$ cat src/rtl/game_round_ctrl.sv
// Best-of-N match controller: round state machine, per-side HP with
// invulnerability frames, countdown/hold timers and round scoring.
module game_round_ctrl #(
    parameter int unsigned HP_W            = 3,
    parameter int unsigned MAX_HP          = 5,
    parameter int unsigned IFRAME_TICKS    = 30,
    parameter int unsigned COUNTDOWN_TICKS = 180,
    parameter int unsigned ROUND_END_TICKS = 120,
    parameter int unsigned ROUNDS_TO_WIN   = 2
) (
    input  logic            clk,
    input  logic            rst_n,
    input  logic            tick,
    input  logic            select,
    input  logic            pause,
    input  logic            player_hit,
    input  logic            enemy_hit,
    input  logic            player_shield,
    input  logic            enemy_shield,
    output logic [2:0]      o_state,
    output logic [HP_W-1:0] o_player_hp,
    output logic [HP_W-1:0] o_enemy_hp,
    output logic [2:0]      o_player_rounds,
    output logic [2:0]      o_enemy_rounds,
    output logic            o_player_inv,
    output logic            o_enemy_inv,
    output logic [7:0]      o_countdown,
    output logic            o_round_reset
);

    localparam int unsigned INV_W  = $clog2(IFRAME_TICKS + 1);
    localparam int unsigned HOLD_W = $clog2(ROUND_END_TICKS + 1);
    localparam int unsigned CD_W   = 8;
    localparam int unsigned RND_W  = 3;

    typedef enum logic [2:0] {
        S_START     = 3'd0,
        S_COUNTDOWN = 3'd1,
        S_PLAY      = 3'd2,
        S_PAUSED    = 3'd3,
        S_ROUND_END = 3'd4,
        S_WIN       = 3'd5,
        S_LOSE      = 3'd6
    } state_e;

    state_e             state_q, state_d;
    logic [CD_W-1:0]    countdown_q, countdown_d;
    logic [HOLD_W-1:0]  hold_q, hold_d;
    logic [HP_W-1:0]    p_hp_q, p_hp_d, e_hp_q, e_hp_d;
    logic [RND_W-1:0]   p_rnd_q, p_rnd_d, e_rnd_q, e_rnd_d;
    logic [INV_W-1:0]   p_inv_cnt_q, p_inv_cnt_d, e_inv_cnt_q, e_inv_cnt_d;
    logic               p_inv_q, p_inv_d, e_inv_q, e_inv_d;
    logic               round_reset_q, round_reset_d;
    logic               p_dmg_c, e_dmg_c;

    assign p_dmg_c = player_hit && !player_shield && (p_inv_cnt_q == '0);
    assign e_dmg_c = enemy_hit  && !enemy_shield  && (e_inv_cnt_q == '0);

    // Next-state, timers, HP and scoring
    always_comb begin
        state_d       = state_q;
        countdown_d   = countdown_q;
        hold_d        = hold_q;
        p_hp_d        = p_hp_q;
        e_hp_d        = e_hp_q;
        p_rnd_d       = p_rnd_q;
        e_rnd_d       = e_rnd_q;
        p_inv_cnt_d   = p_inv_cnt_q;
        e_inv_cnt_d   = e_inv_cnt_q;
        round_reset_d = 1'b0;

        unique case (state_q)
            S_START: begin
                if (select) begin
                    state_d       = S_COUNTDOWN;
                    countdown_d   = CD_W'(COUNTDOWN_TICKS);
                    p_hp_d        = HP_W'(MAX_HP);
                    e_hp_d        = HP_W'(MAX_HP);
                    p_rnd_d       = '0;
                    e_rnd_d       = '0;
                    p_inv_cnt_d   = '0;
                    e_inv_cnt_d   = '0;
                    round_reset_d = 1'b1;
                end
            end
            S_COUNTDOWN: begin
                if (tick) begin
                    if (countdown_q == CD_W'(1)) begin
                        state_d     = S_PLAY;
                        countdown_d = '0;
                    end else begin
                        countdown_d = countdown_q - CD_W'(1);
                    end
                end
            end
            S_PLAY: begin
                if (tick && (p_inv_cnt_q != '0)) p_inv_cnt_d = p_inv_cnt_q - INV_W'(1);
                if (tick && (e_inv_cnt_q != '0)) e_inv_cnt_d = e_inv_cnt_q - INV_W'(1);
                if (p_dmg_c) begin
                    if (p_hp_q != '0) p_hp_d = p_hp_q - HP_W'(1);
                    p_inv_cnt_d = INV_W'(IFRAME_TICKS);
                end
                if (e_dmg_c) begin
                    if (e_hp_q != '0) e_hp_d = e_hp_q - HP_W'(1);
                    e_inv_cnt_d = INV_W'(IFRAME_TICKS);
                end
                // Round end is judged on registered HP and overrides pause
                if ((p_hp_q == '0) || (e_hp_q == '0)) begin
                    state_d = S_ROUND_END;
                    hold_d  = HOLD_W'(ROUND_END_TICKS);
                    if ((p_hp_q == '0) && (e_hp_q != '0)) e_rnd_d = e_rnd_q + RND_W'(1);
                    if ((e_hp_q == '0) && (p_hp_q != '0)) p_rnd_d = p_rnd_q + RND_W'(1);
                end else if (pause) begin
                    state_d = S_PAUSED;
                end
            end
            S_PAUSED: begin
                if (pause) state_d = S_PLAY;
            end
            S_ROUND_END: begin
                if (tick) begin
                    if (hold_q == HOLD_W'(1)) begin
                        hold_d = '0;
                        if (p_rnd_q == RND_W'(ROUNDS_TO_WIN)) begin
                            state_d = S_WIN;
                        end else if (e_rnd_q == RND_W'(ROUNDS_TO_WIN)) begin
                            state_d = S_LOSE;
                        end else begin
                            state_d       = S_COUNTDOWN;
                            countdown_d   = CD_W'(COUNTDOWN_TICKS);
                            p_hp_d        = HP_W'(MAX_HP);
                            e_hp_d        = HP_W'(MAX_HP);
                            p_inv_cnt_d   = '0;
                            e_inv_cnt_d   = '0;
                            round_reset_d = 1'b1;
                        end
                    end else begin
                        hold_d = hold_q - HOLD_W'(1);
                    end
                end
            end
            S_WIN, S_LOSE: begin
                if (select) state_d = S_START;
            end
            default: state_d = S_START;
        endcase

        p_inv_d = (p_inv_cnt_d != '0);
        e_inv_d = (e_inv_cnt_d != '0);
    end

    always_ff @(posedge clk or negedge rst_n) begin
        if (!rst_n) begin
            state_q       <= S_START;
            countdown_q   <= '0;
            hold_q        <= '0;
            p_hp_q        <= HP_W'(MAX_HP);
            e_hp_q        <= HP_W'(MAX_HP);
            p_rnd_q       <= '0;
            e_rnd_q       <= '0;
            p_inv_cnt_q   <= '0;
            e_inv_cnt_q   <= '0;
            p_inv_q       <= 1'b0;
            e_inv_q       <= 1'b0;
            round_reset_q <= 1'b0;
        end else begin
            state_q       <= state_d;
            countdown_q   <= countdown_d;
            hold_q        <= hold_d;
            p_hp_q        <= p_hp_d;
            e_hp_q        <= e_hp_d;
            p_rnd_q       <= p_rnd_d;
            e_rnd_q       <= e_rnd_d;
            p_inv_cnt_q   <= p_inv_cnt_d;
            e_inv_cnt_q   <= e_inv_cnt_d;
            p_inv_q       <= p_inv_d;
            e_inv_q       <= e_inv_d;
            round_reset_q <= round_reset_d;
        end
    end

    assign o_state         = state_q;
    assign o_player_hp     = p_hp_q;
    assign o_enemy_hp      = e_hp_q;
    assign o_player_rounds = p_rnd_q;
    assign o_enemy_rounds  = e_rnd_q;
    assign o_player_inv    = p_inv_q;
    assign o_enemy_inv     = e_inv_q;
    assign o_countdown     = countdown_q;
    assign o_round_reset   = round_reset_q;

endmodule

$ cat config.mk
export PLATFORM = sky130hd
export DESIGN_NAME = game_round_ctrl
export DESIGN_NICKNAME = d
export VERILOG_FILES = /design/src/rtl/game_round_ctrl.sv
export SDC_FILE = /design/constraint.sdc
export NUM_CORES = 1
export LEC_CHECK = 0
export ABC_AREA = 1
export BUFFER_PORTS_ARGS = -buffer_cell sky130_fd_sc_hd__buf_2
export CAP_MARGIN = 20
export CORE_MARGIN = 2
export CORE_UTILIZATION = 24
export DETAILED_ROUTE_END_ITERATION = 16
export GPL_ROUTABILITY_DRIVEN = 0
export GPL_TIMING_DRIVEN = 1
export MAX_ROUTING_LAYER = met4
export PLACE_DENSITY = 0.46
export SETUP_SLACK_MARGIN = 0.15
export SYNTH_ARGS = -nofsm -noshare
export SYNTH_HDL_FRONTEND = slang
export SYNTH_SLANG_ARGS = --single-unit
$ cat constraint.sdc
create_clock -name clk -period 4.9 [get_ports clk]
set_input_delay 0 -clock clk [delete_from_list [all_inputs] [get_ports clk]]
set_output_delay 0 -clock clk [all_outputs]
set_load 0.1 [all_outputs]
# --- After elaboration in Yosys (flattened, before gate mapping) ---
# Cells that the tools add are included.
op_classes:
  add_sub_neg: 8
  eq_ne: 27
  muxes: 63
  n_reduce_logical: 34
op_table:
  columns: ["cell", "n"]
  rows:
  - ["$mux W3", 24]
  - ["$mux W5", 14]
  - ["$mux W8", 7]
  - ["$ne A2 B2 Y1 const B", 16]
  - ["$pmux W5 S3", 2]
  - ["$pmux W8 S3", 1]
  - ["$reduce_and A8 Y1", 3]
  - ["$mux W7", 3]
  - ["$reduce_bool A5 Y1", 4]
  - ["$pmux W3 S3", 2]
  - ["$pmux W3 S6", 1]
  - ["$pmux W7 S2", 1]
  - ["$eq A3 B2 Y1 const B", 4]
  - ["$pmux W3 S2", 2]
  - ["$reduce_bool A3 Y1", 4]
  - ["$logic_not A5 Y1", 2]
  - ["$sub A5 B1 Y5 const B", 2]
  - ["$eq A3 B3 Y1 const B", 3]
  - ["$logic_not A3 Y1", 3]
  - ["$eq A8 B1 Y1 const B", 1]
  - ["$logic_and A1 B1 Y1", 8]
  - ["$reduce_and A4 Y1", 2]
  - ["$sub A8 B1 Y8 const B", 1]
  - ["$eq A7 B1 Y1 const B", 1]
  - ["13 further kinds", 21]
totals:
  regBits: 43

# --- Depth between registers and ports, before layout ---
depth:
  ltp_word: 7
  ltp_mapped: 12

# --- Worst setup path before layout ---
# OpenSTA, ideal clock, no wires.
synth_path:
  kind: "reg-to-reg"
  startpoint: "reg p_rnd_q[0], in the netlist o_player_rounds[0]"
  endpoint: "reg p_inv_q, in the netlist o_player_inv"
  setup_time_ps: 126
  arrival_ps: 2124
  slack_ps: 2650
  path_stages_with_launch: 13
  synth_period_minus_slack_ps: 2250
  cell_sequence: "dfrtp_1 inv_1 ha_1 nand2_1 nand2_1 nor2_1 nand2_1 nand2_1 nand2_1 nand2_1 nand3_1 nor2_1 nand3_1"
synth_via:
  elab_chain_len: 6
synth_lines:
  columns: ["item", "line", "rtl"]
  rows:
  - ["start, declared", "50", "logic [RND_W-1:0] p_rnd_q, p_rnd_d, e_rnd_q, e_rnd_d;"]
  - ["start signal, assigned", "172", "p_rnd_q <= p_rnd_d;"]
  - ["$eq A3 B2 Y1", "124", "if (p_rnd_q == RND_W'(ROUNDS_TO_WIN)) begin"]
  - ["$mux W5", "124", null]
  - ["$mux W5", "122", "if (hold_q == HOLD_W'(1)) begin"]
  - ["$mux W5", "121", "if (tick) begin"]
  - ["$pmux W5 S3", "72", "unique case (state_q)"]
  - ["net p_inv_cnt_d[3]", "51", "logic [INV_W-1:0] p_inv_cnt_q, p_inv_cnt_d, e_inv_cnt_q, e_inv_cnt_d;"]
  - ["$reduce_bool A5 Y1", "148", "p_inv_d = (p_inv_cnt_d != '0);"]
  - ["net p_inv_d", "52", "logic p_inv_q, p_inv_d, e_inv_q, e_inv_d;"]
  - ["end signal, assigned", "176", "p_inv_q <= p_inv_d;"]
  - ["end, declared", "52", null]
# The timed path passes the listed nets, and every way through them passes these cells.
# A chain may end at the register's enable or synchronous reset.

# --- Worst setup path in the final report ---
layout_path:
  startpoint: "reg state_q[2], in the netlist o_state[2]"
  endpoint: "reg p_rnd_q[2], in the netlist o_player_rounds[2]"
layout_via:
  elab_chain_len: 3
  word_cells_on_any_way: 8
  cone_classes: "eq/ne (4); mux (1); reduce/logical (3)"
layout_lines:
  columns: ["item", "line", "rtl"]
  rows:
  - ["start, declared", "46", "state_e state_q, state_d;"]
  - ["start signal, assigned", "167", "state_q <= state_d;"]
  - ["$eq A3 B2 Y1 / $logic_not A3 Y1 (equally long branches)", "72", null]
  - ["$ne A2 B2 Y1 (no line) / $reduce_bool A2 Y1 (equally long branches)", null, null]
  - ["$reduce_and A4 Y1 (no line)", null, null]
# Several ways; a longest one is shown, not always the timed one.

==> results.md <==
* Crit path arrival time at roughly 2600 ps
* Critical Path Sink Type: flip-flop
* Synth-to-layout area growth at 19.24%
* Asr flop ratio synth at 100.0%
* TNS Setup at 0 ps
* Worst-margin pin slew at 624.3 ps
* # diodes at 0
* Status: finished, violations left
* Post-CTS Hold Fix Bufs at 1
* Initial antenna violation count at 0
* Post-route DRC at 3
* Syn Inst Count at around 400
* Crit path max-delay family: simple AND/OR/NAND/NOR gates
* H-tree depth at 2
* GRT Total Usage at a little under an eighth
* Final #Nets at 468
* Post-synth top cells: 110 x nand2_1, 51 x inv_1, 42 x nand3_1, 41 x nor2_1, 39 x dfrtp_1
* Final setup viols at 0
* Distinct cell type count after synthesis at 33
* Count leader, synth: nand2_1
* Buffer count from post-CTS setup fixing at 0
* Final min period at approximately 2400 ps
* Share of cells above drive strength 1 at 15.25%
* Violated checks: DRC
* Crit start category: flip-flop
* Antenna viol nets, final at 0
* RSZ-0062 raised after global routing: false
* Netlist Area Pre-Place at ~2800 um2
* # IOs at 35
* Final critical-path share of the clock period at 48.90%
* CTS root buf: clkbuf_16
* Skew final at ~7.7 ps
* Net Count, Synth at 430
* Area contributors post-synth: dfrtp_1 34%, nand2_1 14%, nand3_1 7.4%
* Worst-path cell chain: inv_2 > nand3_1 > inv_2 > nand2_1 > a21oi_1 > nand2_1 > o22ai_1
* Clk_lat worst skew at slightly below 300 ps
* Buffers on Ports at 34
* Vias in the first global route at roughly 2600
* Flops & latches, synth at between 40 and 50
* Crit path max fanout at 18
* Die Footprint at about 13000 um2
* Routed WL at roughly 7000 um
* CP max-delay cell: dfrtp_1
* Util after Layout at between 20 and 30%
* Avg Synthesized Cell Area at around 7 um2
* WP data required at about 5100 ps
* Height of the die at 113.0 um
* Pin count of the biggest net entering global routing at 44
* Dpl hpwl at between 5000 and 6000 um
* Die width at between 100 and 150 um
* Iteration-0 DRC Markers at 92
* Crit Path Category: flip-flop to flip-flop
* TritonCTS clock tree: yes
* Fmax at roughly 0.42 GHz
* Worst path bufs/invs at 2
* Leading area contributor after synthesis: dfrtp_1
* # clock sinks at 43
* Register area share after synthesis at between 30% and 40%
* CTS Buf Count at 5
* Post-synth top flop: dfrtp_1
* Row cnt at 39
* Initial Utilization at approximately a quarter
* Rel. slew slack at around 58%
* Wire per inst at 11.82 um
* Hold Path Class: input pin to flip-flop
* Post-cts resize count at 0
* Warnings from Yosys at 0
* Vias per inst at 4.477
* MaxCap Viol Count at 0
* Post-synth EDFFs at 0
* Max incr delay on CP at 460 ps
* First-pass iteration count of the detailed router at 10
* Max Slew Vio Count at 0
* Share of the synthesized area in the top cell type at about a third
* Global-route wire length before repair at ~12000 um
* Final count of hold timing violations at 0
* Via Count at roughly 2600
* Core footprint at ~12000 um2
* Aggregate global routing overflow at 0
* Max Buffers Root-to-Sink at 2
* Worst-path clk slew at around 60 ps
worst reg2reg max path: stages (launching register included):
cell and delay, ps:
dfrtp_1 460, inv_2 120, nand3_1 440, inv_2 460, nand2_1 160, a21oi_1 370
nand2_1 150, o22ai_1 150
through the flow:
stage | std cells | worst slack (ps) | hold slack [ps] | cell area, um2
floorplan | 407 | 2650 | -295.6 | 2849
global placement | 579 | 2745 | 239.3 | 3171
detailed placement | 579 | 2527 | 233.3 | 3171
CTS | 588 | 2502 | 162.1 | 3369
global route | 589 | 2288 | 198.1 | 3397
finish | 589 | 2504 | 157.9 | 3397
layout by cell type (no fill, tap or decap), types with 9 or more instances in the layout:
cell     instances
xor2_1          12
inv_2           13
nand3_1         42
inv_1           51
a21oi_1          9
ha_1            14
dfrtp_1         39
o21ai_1         18
nor2_1          41
o21ai_0         13
buf_2           34
nand2_1        110
kinds of logic after synthesis:
family / count (synthesis) / share of synthesized area [%]
xor+xnor: 13 / 3.997
compound gates: 51 / 9.838
flops: 43 / 37.94
buf+inv: 71 / 9.662
simple gates: 215 / 32.41
fa+ha+maj: 14 / 6.149
layout make-up:
class                           instances  area [um2]
Fill cell                            1253        8119
Multi-Input combinational cell        293        1493
Sequential cell                        43        1081
Inverter                               66       247.7
Timing Repair Buffer                   36       207.7
Tap cell                              143       178.9
Clock buffer                            6       128.9
Clock inverter                          2       60.06
worst paths after layout:
kind	startpoint	to	slack, ps	depth (start not counted)
max in group asynchronous	rst_n	o_enemy_hp[2]$_DFFE_PN1P_	4100	3
worst max register to register	o_state[2]$_DFFE_PN0P_	o_player_rounds[2]$_DFFE_PN0P_	2500	7
worst min-delay path	player_shield	p_inv_cnt_q[4]$_DFF_PN0_	160	4
worst min register to register	o_enemy_hp[0]$_DFFE_PN1P_	o_enemy_hp[0]$_DFFE_PN1P_	480	2
min in group asynchronous	rst_n	hold_q[4]$_DFFE_PN0P_	230	2
worst max-delay path	o_state[2]$_DFFE_PN0P_	o_player_rounds[2]$_DFFE_PN0P_	2500	7
sequential cells by signal, summed over array words and instances (netlist names):
name,cells
o_countdown,8
hold_q,7
e_inv_cnt_q,5
p_inv_cnt_q,5
o_enemy_hp,3
o_enemy_rounds,3
o_player_hp,3
o_player_rounds,3
o_state,3
o_enemy_inv,1
o_player_inv,1
o_round_reset,1
routing by layer:
layer,up-vias,wire length (um),global-route usage (%)
met5,-,0,-
met4,0,69,3.171
met3,6,236,2.142
met2,36,3122,18.27
li1,1368,-,-
met1,1227,3534,16.52
Power is left out: the tool's default activity adds up to more than one toggle a clock period on the data nets, which glitch-free logic cannot reach.
